[config.mk]
export PLATFORM = sky130hd
export DESIGN_NAME = lane_raster_stream_flat
export DESIGN_NICKNAME = d
export VERILOG_FILES = /design/src/rtl/lane_raster_stream_if.sv /design/src/rtl/lane_raster_stream.sv /design/src/flat_wrapper.sv
export SDC_FILE = /design/constraint.sdc
export NUM_CORES = 1
export LEC_CHECK = 0
export CAP_MARGIN = 20
export CORE_UTILIZATION = 56
export CTS_CLUSTER_SIZE = 24
export DETAILED_ROUTE_END_ITERATION = 10
export PLACE_DENSITY = 0.85
export SLEW_MARGIN = 20
export SYNTH_ARGS = -nofsm -noshare
export SYNTH_HDL_FRONTEND = slang
export SYNTH_SLANG_ARGS = --single-unit
export TNS_END_PERCENT = 30
[constraint.sdc]
create_clock -name clk -period 6.3 [get_ports clk]
set_input_delay 0.945 -clock clk [delete_from_list [all_inputs] [get_ports clk]]
set_output_delay 0.945 -clock clk [all_outputs]
set_load 0.03 [all_outputs]
[src/rtl/lane_raster_stream_if.sv]
// Pixel stream bundle for lane_raster_stream: label pixels in, RGB pixels out.
// master = the environment that feeds labels and drains RGB; slave = the converter.
interface lane_raster_stream_if;
  logic        in_valid;
  logic        in_ready;
  logic [7:0]  in_label;
  logic        in_sof;
  logic        out_valid;
  logic        out_ready;
  logic [23:0] out_rgb;
  logic        out_sol;
  logic        out_eol;
  logic        out_eof;

  modport master (
    output in_valid, in_label, in_sof, out_ready,
    input  in_ready, out_valid, out_rgb, out_sol, out_eol, out_eof
  );

  modport slave (
    input  in_valid, in_label, in_sof, out_ready,
    output in_ready, out_valid, out_rgb, out_sol, out_eol, out_eof
  );
endinterface

[src/rtl/lane_raster_stream.sv]
// Lane-label to RGB raster converter. Maps each label through a small writable
// palette (binary threshold or per-class lookup), tracks raster position after
// a start-of-frame pixel, and tags the output with line/frame markers.
// One output register; input is ready whenever that register is free or draining.
module lane_raster_stream #(
  parameter int          WIDTH       = 640,
  parameter int          HEIGHT      = 480,
  parameter int          NUM_CLASSES = 4,
  parameter logic [7:0]  LANE_THRESH = 8'hFF,
  parameter logic [23:0] BG_COLOR    = 24'h000000,
  parameter logic [23:0] LANE_COLOR  = 24'hFF0000
) (
  input  logic                 clk,
  input  logic                 reset,
  lane_raster_stream_if.slave  strm,
  input  logic                 mode,
  input  logic                 cfg_we,
  input  logic [7:0]           cfg_addr,
  input  logic [23:0]          cfg_data,
  output logic [15:0]          frame_count,
  output logic                 err_sync,
  input  logic                 err_clr
);

  localparam int XW = (WIDTH  > 1) ? $clog2(WIDTH)  : 1;
  localparam int YW = (HEIGHT > 1) ? $clog2(HEIGHT) : 1;
  localparam logic [XW-1:0] X_LAST = XW'(WIDTH - 1);
  localparam logic [YW-1:0] Y_LAST = YW'(HEIGHT - 1);

  // A one-pixel line or frame would make sol/eol/eof ambiguous, so refuse it.
  if (WIDTH < 2) begin : g_bad_width
    $error("lane_raster_stream: WIDTH must be at least 2");
  end
  if (HEIGHT < 2) begin : g_bad_height
    $error("lane_raster_stream: HEIGHT must be at least 2");
  end
  if (NUM_CLASSES < 2 || NUM_CLASSES > 256) begin : g_bad_classes
    $error("lane_raster_stream: NUM_CLASSES must be in 2..256");
  end

  typedef enum logic [0:0] {WAIT_SOF, ACTIVE} state_t;

  state_t          state_reg, state_next;
  logic [XW-1:0]   x_reg, x_next, px_x;
  logic [YW-1:0]   y_reg, y_next, px_y;
  logic            accept, emit, restart, sync_err, frame_done;
  logic            pix_sol, pix_eol, pix_eof;
  logic [23:0]     class_rgb, bin_rgb, pix_rgb;
  logic            out_valid_reg, out_sol_reg, out_eol_reg, out_eof_reg;
  logic [23:0]     out_rgb_reg;
  logic [15:0]     frame_count_reg;
  logic            err_sync_reg;
  logic [23:0]     pal [NUM_CLASSES];

  assign strm.in_ready = !out_valid_reg || strm.out_ready;
  assign accept        = strm.in_valid && strm.in_ready;

  // Palette entries; an address outside the table matches no entry, so the
  // write simply falls on the floor. Readers see the old value until the edge.
  for (genvar gi = 0; gi < NUM_CLASSES; gi++) begin : g_pal
    localparam logic [23:0] RST_COLOR = (gi == 0) ? BG_COLOR : LANE_COLOR;
    logic [23:0] entry_reg;
    // Per-entry write enable decoded from cfg_addr.
    always_ff @(posedge clk or posedge reset) begin
      if (reset)
        entry_reg <= RST_COLOR;
      else if (cfg_we && cfg_addr == 8'(gi))
        entry_reg <= cfg_data;
    end
    assign pal[gi] = entry_reg;
  end

  // Colour lookup for the pixel on the input bus, using the mode of this cycle.
  always_comb begin
    class_rgb = pal[0];
    for (int i = 1; i < NUM_CLASSES; i++) begin
      if (strm.in_label == 8'(i)) class_rgb = pal[i];
    end
    bin_rgb = (strm.in_label >= LANE_THRESH) ? pal[1] : pal[0];
    pix_rgb = mode ? class_rgb : bin_rgb;
  end

  // Raster FSM: decide whether the accepted pixel is emitted, where it sits,
  // and where the next one will sit. A sof pixel always restarts at (0,0).
  always_comb begin
    state_next = state_reg;
    x_next     = x_reg;
    y_next     = y_reg;
    emit       = 1'b0;
    restart    = 1'b0;
    sync_err   = 1'b0;
    frame_done = 1'b0;
    px_x       = x_reg;
    px_y       = y_reg;
    if (accept) begin
      case (state_reg)
        WAIT_SOF: begin
          if (strm.in_sof) begin
            emit    = 1'b1;
            restart = 1'b1;
          end
        end
        ACTIVE: begin
          emit = 1'b1;
          if (strm.in_sof) begin
            restart = 1'b1;
            if (x_reg != '0 || y_reg != '0) sync_err = 1'b1;
          end
        end
        default: ;
      endcase
    end
    if (restart) begin
      px_x = '0;
      px_y = '0;
    end
    pix_sol = (px_x == '0);
    pix_eol = (px_x == X_LAST);
    pix_eof = pix_eol && (px_y == Y_LAST);
    if (emit) begin
      if (pix_eof) begin
        state_next = WAIT_SOF;
        x_next     = '0;
        y_next     = '0;
        frame_done = 1'b1;
      end else begin
        state_next = ACTIVE;
        if (pix_eol) begin
          x_next = '0;
          y_next = px_y + 1'b1;
        end else begin
          x_next = px_x + 1'b1;
          y_next = px_y;
        end
      end
    end
  end

  // Raster state and position registers.
  always_ff @(posedge clk or posedge reset) begin
    if (reset) begin
      state_reg <= WAIT_SOF;
      x_reg     <= '0;
      y_reg     <= '0;
    end else begin
      state_reg <= state_next;
      x_reg     <= x_next;
      y_reg     <= y_next;
    end
  end

  // Output register: load on emit, hold while stalled, empty once drained.
  always_ff @(posedge clk or posedge reset) begin
    if (reset) begin
      out_valid_reg <= 1'b0;
      out_rgb_reg   <= '0;
      out_sol_reg   <= 1'b0;
      out_eol_reg   <= 1'b0;
      out_eof_reg   <= 1'b0;
    end else if (emit) begin
      out_valid_reg <= 1'b1;
      out_rgb_reg   <= pix_rgb;
      out_sol_reg   <= pix_sol;
      out_eol_reg   <= pix_eol;
      out_eof_reg   <= pix_eof;
    end else if (strm.out_ready) begin
      out_valid_reg <= 1'b0;
    end
  end

  // Completed-frame counter (wraps) and sticky sync error where set beats clear.
  always_ff @(posedge clk or posedge reset) begin
    if (reset) begin
      frame_count_reg <= '0;
      err_sync_reg    <= 1'b0;
    end else begin
      if (frame_done) frame_count_reg <= frame_count_reg + 16'd1;
      if (sync_err)
        err_sync_reg <= 1'b1;
      else if (err_clr)
        err_sync_reg <= 1'b0;
    end
  end

  assign strm.out_valid = out_valid_reg;
  assign strm.out_rgb   = out_rgb_reg;
  assign strm.out_sol   = out_sol_reg;
  assign strm.out_eol   = out_eol_reg;
  assign strm.out_eof   = out_eof_reg;
  assign frame_count    = frame_count_reg;
  assign err_sync       = err_sync_reg;

endmodule

[src/flat_wrapper.sv]
// flat-port wrapper written by rule: the top's interface ports become plain ports
module lane_raster_stream_flat 
#(
  parameter int          WIDTH       = 640,
  parameter int          HEIGHT      = 480,
  parameter int          NUM_CLASSES = 4,
  parameter logic [7:0]  LANE_THRESH = 8'hFF,
  parameter logic [23:0] BG_COLOR    = 24'h000000,
  parameter logic [23:0] LANE_COLOR  = 24'hFF0000
)
  (clk, reset, mode, cfg_we, cfg_addr, cfg_data, frame_count, err_sync, err_clr, strm_in_valid, strm_in_label, strm_in_sof, strm_out_ready, strm_in_ready, strm_out_valid, strm_out_rgb, strm_out_sol, strm_out_eol, strm_out_eof);
  lane_raster_stream_if strm_i ();
  input  logic clk;
  input  logic reset;
  input  logic mode;
  input  logic cfg_we;
  input  logic [7:0] cfg_addr;
  input  logic [23:0] cfg_data;
  output logic [15:0] frame_count;
  output logic err_sync;
  input  logic err_clr;
  input wire logic [$bits(strm_i.in_valid)-1:0] strm_in_valid;
  input wire logic [$bits(strm_i.in_label)-1:0] strm_in_label;
  input wire logic [$bits(strm_i.in_sof)-1:0] strm_in_sof;
  input wire logic [$bits(strm_i.out_ready)-1:0] strm_out_ready;
  output wire logic [$bits(strm_i.in_ready)-1:0] strm_in_ready;
  output wire logic [$bits(strm_i.out_valid)-1:0] strm_out_valid;
  output wire logic [$bits(strm_i.out_rgb)-1:0] strm_out_rgb;
  output wire logic [$bits(strm_i.out_sol)-1:0] strm_out_sol;
  output wire logic [$bits(strm_i.out_eol)-1:0] strm_out_eol;
  output wire logic [$bits(strm_i.out_eof)-1:0] strm_out_eof;
  assign strm_i.in_valid = strm_in_valid;
  assign strm_i.in_label = strm_in_label;
  assign strm_i.in_sof = strm_in_sof;
  assign strm_i.out_ready = strm_out_ready;
  assign strm_in_ready = strm_i.in_ready;
  assign strm_out_valid = strm_i.out_valid;
  assign strm_out_rgb = strm_i.out_rgb;
  assign strm_out_sol = strm_i.out_sol;
  assign strm_out_eol = strm_i.out_eol;
  assign strm_out_eof = strm_i.out_eof;
  lane_raster_stream #(.WIDTH(WIDTH), .HEIGHT(HEIGHT), .NUM_CLASSES(NUM_CLASSES), .LANE_THRESH(LANE_THRESH), .BG_COLOR(BG_COLOR), .LANE_COLOR(LANE_COLOR)) u_core (.clk(clk), .reset(reset), .strm(strm_i), .mode(mode), .cfg_we(cfg_we), .cfg_addr(cfg_addr), .cfg_data(cfg_data), .frame_count(frame_count), .err_sync(err_sync), .err_clr(err_clr));
endmodule
==> metrics, run 1 <==
status completed; Reg power frac 0.471; initial DRC count 609; Slew Limit Fails 0; die extent in x 120.9 um; Worst Path Max Fanout 14; Post-Synth Simple-Gate Area 0.1122; DRT Wirelength 18,880 um; drt first pass iters 7; P_sw 620.5 uW; setup tns final 0 ns; leakage power figure 4.152 nW; PortBufs 93; Cell Count, Final, Fillers Out 965; clk_skew 0.007991 ns; switching portion of total power 0.2581; Final Setup Violations 0; hpwl dp 11,480 um; Final Hold Vio Count 0; Hold Crit Class reg2reg; post-synthesis compound-gate area fraction 0.1193; Post-CTS Setup Bufs 0; Area contributors post-synth dfrtp_1 (43%), mux2_2 (14%), dfstp_2 (8.0%), mux2i_1 (6.1%), a21oi_1 (3.0%); PwrDens 253.2 nW/um2; CP max-delay cell nor3_2; FILL cells 957; CP Class in2reg; Worst path max stage delay 0.66 ns; RSZ-0062 raised after global routing no; most frequent cell after synthesis dfrtp_1; Gates resized, CTS repair 0; worst r2r dst u_core.frame_count[10]; crit-path cells clkdlybuf4s50_1 > nand2b_1 > nand2_1 > and2_1 > ha_1 > nand4_1 > a2111o_1 > nor3_2 > nand4_1 > xnor2_1; Mean Syn Cell Area 11.33 um2; Routability Congestion 0.9226; largest net degree at the start of global routing 87; initial antenna violation count 1; post-layout min period 3.951 ns; crit-path most repeated cell nand4_1; DIE AREA 14,620 um2; CP endpoint kind flip-flop; crit share post-route 0.6271; synthesis-stage register bit count 161; global-route usage over all layers 0.2708; final global-route overflow total 0; vias in the first global route 6,189; hold path depth 1; sequential share of the synthesized area 0.5126; worst slew pin tran 1.115 ns; Clock transition at path regs 0.07 ns; # diodes 0; XOR/XNOR Fraction of Synth Area 0.01770; # IOs 94; Pwr Total 2.404 mW; max FFs per register 96; worst r2r path cells 9; clk_lat worst skew 0.43 ns; Yosys cell types 55; Int Power 1.783 mW; Reg-to-Reg Start u_core.strm.out_valid; area grow syn2layout 19.89%; Clock Root Buffer clkbuf_16; Adder-Cell Fraction of Synth Area 0.006320; worst endpoint data arrival time 4.26 ns; Clock Power Share 0.409; Yosys top cell area share 0.4329; layout cells sized above 1 0.2191; die height 120.9 um; total number of vias 6,158; Placed Cells 933; Post-Syn Nets 751; vias per cell 6.381; r2r setup slk 3.00 ns; synth warn 0; TritonCTS Buffers 17; Placement Rows 43; largest family of logic cells by synthesized area multiplexers; Max-slew headroom 0.2548; Cell Area, Synth 7919 um2; Primary FF master, synth dfrtp_1; Post-synth EDFFs 0; WL/cell 19.56 um; Final nets 824; H-tree level count 4; drc violations 0; Gate Count Post-Synth 699; Sink Count 161; first-pass GRT wire length 30,330 um; effective utilization at floorplan 0.5727; Final ANT Viol Nets 0; portion of netlist area occupied by mux cells 0.1986; hold buffers post-CTS 0; Worst VDD drop 0.2603 mV; CTS tree built; worst hold start u_core.frame_count[15]; Worst Setup Start Kind primary input; WP data required 6.61 ns; hold path endpoint u_core.frame_count[15]; f_max 0.2531 GHz; Combinational Power Share 0.120; Core Area 13,830 um2; Synth top cells by count dfrtp_1 (137), mux2_2 (97), nor2_1 (50), mux2i_1 (48), a21oi_1 (47); post-synthesis async set-or-reset flop share 1.000; maxcap violations 0; Max clock buf depth 2; largest area contributor in the netlist dfrtp_1
power by group through the flow:
| stage | clock (mW) | combinational (mW) | sequential [mW] |
|---|---|---|---|
| finish | 0.984 | 0.289 | 1.13 |
| global route | 1.05 | 0.313 | 1.14 |
| floorplan | 0 | 0.150 | 1.17 |
| global placement | 0 | 0.277 | 1.14 |
| detailed placement | 0 | 0.287 | 1.15 |
| CTS | 0.995 | 0.289 | 1.13 |
critical path, delay by kind of cell:
family | cells | cell delay [ns]
AOI/OAI and AO/OA | 1 | 0.51
and+or+nand+nor | 6 | 2.05
adders and majority gates | 1 | 0.19
buffers and inverters | 1 | 0.39
xor gates and xnor gates | 1 | 0.18
metal layers:
| metal | global-route usage | vias to the layer above | share of wire |
|---|---|---|---|
| li1 | - | 2721 | - |
| met1 | 0.3391 | 3102 | 0.41 |
| met2 | 0.4446 | 301 | 0.50 |
| met3 | 0.07801 | 34 | 0.071 |
| met4 | 0.1011 | 0 | 0.016 |
| met5 | 0 | - | 0 |
cell type report:
type / instances / area, um2 / area share
clock buffer: 20 / 456.7 / 0.04810
timing repair buffer: 99 / 970.9 / 0.1023
multi-input combinational: 475 / 3605 / 0.3797
sequential: 161 / 4059 / 0.4275
inverter: 18 / 72.57 / 0.007644
tap: 180 / 225.2 / 0.02372
clock inverter: 12 / 105.1 / 0.01107
worst max path at each step:
| stage | end | startpoint | slack [ns] | cells past startpoint |
|---|---|---|---|---|
| after floorplan | u_core.err_sync | reset | 1.05 | 1 |
| after global placement | u_core.frame_count[1] | strm_out_ready | 2.16 | 9 |
| after detailed placement | u_core.frame_count[10] | strm_out_ready | 1.97 | 10 |
| after CTS | u_core.frame_count[10] | strm_out_ready | 2.42 | 10 |
| after global routing | u_core.frame_count[10] | strm_out_ready | 2.05 | 10 |
| final | u_core.frame_count[10] | strm_out_ready | 2.35 | 10 |
metrics by stage:
stage	utilization	setup WS [ns]	hold slack [ns]	cell area [um2]
after CTS	0.6865	2.416	0.4880	9493
final	0.6866	2.349	0.4852	9494
after detailed placement	0.6459	1.969	0.4762	8931
after global routing	0.6866	2.052	0.5005	9494
after global placement	0.6459	2.158	0.4620	8931
after floorplan	-	1.046	0.4637	7919
cells by family (layout without fill, tap and decap cells):
kind of cell	after synthesis	after routing
AO/OA/AOI/OAI	143	143
XOR/XNOR	16	16
adder cells (fa/ha/maj)	4	4
buffers and inverters	63	149
flip-flops	161	161
multiplexers	145	145
AND/OR/NAND/NOR	167	167
cell usage in the layout (no fill, tap or decap), types with 5 or more instances in the layout:
cell type	count
clkbuf_16	17
o21ai_0	12
and3_1	11
a21oi_1	47
o22ai_1	11
nor4_1	6
o31ai_1	16
nand2_1	36
and4_1	5
mux2i_1	48
xnor2_1	11
dfrtp_1	137
inv_1	17
a2bb2oi_1	13
a31oi_1	15
nand4_1	14
buf_4	6
o221ai_1	11
mux2_2	97
nand3_1	16
and2_1	8
clkdlybuf4s50_1	92
xor2_1	5
dfstp_2	24
nor2_1	49
(Power assumes the default switching activity.)
==> run 2, diff against run 1 <==
==> constraint.sdc (replaced) <==
create_clock -name clk -period 4 [get_ports clk]
set_input_delay 0.6 -clock clk [delete_from_list [all_inputs] [get_ports clk]]
set_output_delay 0.6 -clock clk [all_outputs]
set_load 0.03 [all_outputs]
==> metrics, run 2 (synthesis gave the netlist of run 1 again) <==
Worst VDD drop 0.3187 mV; crit-path most repeated cell and2_1; Gates resized, CTS repair 0; TritonCTS Buffers 17; FILL cells 959; drc violations 0; Slew Limit Fails 0; r2r setup slk 1.24 ns; H-tree level count 4; Placement Rows 43; maxcap violations 0; crit-path cells clkdlybuf4s50_1 > and2_1 > nand2_1 > and2_1 > ha_1 > nand4_1 > a2111o_1 > nor4_2 > and3_1 > xor2_1; PwrDens 404.9 nW/um2; CP endpoint kind flip-flop; Clock Root Buffer clkbuf_16; Final Setup Violations 0; WL/cell 20.43 um; leakage power figure 4.220 nW; DRT Wirelength 19,980 um; Core Area 13,830 um2; Worst Setup Start Kind primary input; Final nets 837; Final ANT Viol Nets 0; die height 120.9 um; Hold Crit Class reg2reg; CTS tree built; CP Class in2reg; max FFs per register 96; hold buffers post-CTS 0; initial DRC count 497; worst endpoint data arrival time 3.67 ns; total number of vias 6,194; worst slew pin tran 0.9520 ns; area of the multi-input gates 3598 um2; Clock transition at path regs 0.06 ns; effective utilization at floorplan 0.5727; Post-CTS Setup Bufs 0; Final Hold Vio Count 0; Routability Congestion 0.8693; Max clock buf depth 2; vias per cell 6.333; final core occ 0.6962; f_max 0.3016 GHz; drt first pass iters 5; final global-route overflow total 0; post-layout min period 3.315 ns; DIE AREA 14,620 um2; Max-slew headroom 0.3630; layout cells sized above 1 0.2306; RSZ-0062 raised after global routing no; Worst Path Max Fanout 11; global-route usage over all layers 0.2857; area grow syn2layout 21.57%; vias in the first global route 6,383; status completed; WP data required 4.35 ns; Sink Count 161; clk_lat worst skew 0.43 ns; PortBufs 93; CP max-delay cell clkdlybuf4s50_1; # diodes 0; setup tns final 0 ns; crit share post-route 0.8288; initial antenna violation count 0; commonest non-fill, non-tap cell in the layout dfrtp_1; FF/Latch Area 4059 um2; # IOs 94; die extent in x 120.9 um; most frequent cells in the layout dfrtp_1 (137), mux2_2 (97), clkdlybuf4s50_1 (92); Worst path max stage delay 0.52 ns; largest net degree at the start of global routing 142; clk_skew 0.01178 ns; hpwl dp 12,300 um; first-pass GRT wire length 31,880 um
[run 2: area by class of cell]
type	count	share of cell area
timing repair buffer	112	0.1123
tap	180	0.02339
sequential	161	0.4216
clock buffer	20	0.04640
inverter	18	0.007408
multi-input combinational	475	0.3738
clock inverter	12	0.01508
[run 2: report_power, final]
part / switching [mW] / internal [mW]
Combinational: 0.259 / 0.205
Sequential: 0.0653 / 1.72
Clock: 0.698 / 0.951
Total: 1.02 / 2.87
[run 2: through the flow]
step,std cells,cell area [um2],hold WS (ns),setup WS [ns],power [mW]
finish,978,9627,0.4725,0.6848,3.898
global route,978,9627,0.4822,0.4037,4.028
CTS,978,9627,0.4762,0.7243,3.907
detailed placement,946,9035,0.4656,0.2588,2.271
global placement,946,9035,0.4598,0.3641,2.251
floorplan,699,7923,0.4637,0.7138,2.072
[run 2: worst paths after layout]
path	start	endpoint	cells after the start
worst max-delay path	strm_in_sof	u_core.frame_count[13]	10
worst min-delay path	u_core.frame_count[15]	u_core.frame_count[15]	1
worst max register to register	u_core.strm.out_valid	u_core.frame_count[13]	9
worst min register to register	u_core.frame_count[15]	u_core.frame_count[15]	1
max in group asynchronous	reset	u_core.g_pal[0].entry_reg[6]	3
min in group asynchronous	reset	u_core.err_sync	2
[run 2: critical path, delay by kind of cell]
family | cells | cell delay [ns]
simple gates | 6 | 1.69
compound gates | 1 | 0.52
xor+xnor | 1 | 0.15
buf+inv | 1 | 0.52
fa+ha+maj | 1 | 0.19
[run 2: layer usage]
metal | track usage | routed length (um)
met5 | 0 | 0
met4 | 0.09954 | 338
met3 | 0.06720 | 1153
met2 | 0.4950 | 10220
met1 | 0.3480 | 8268
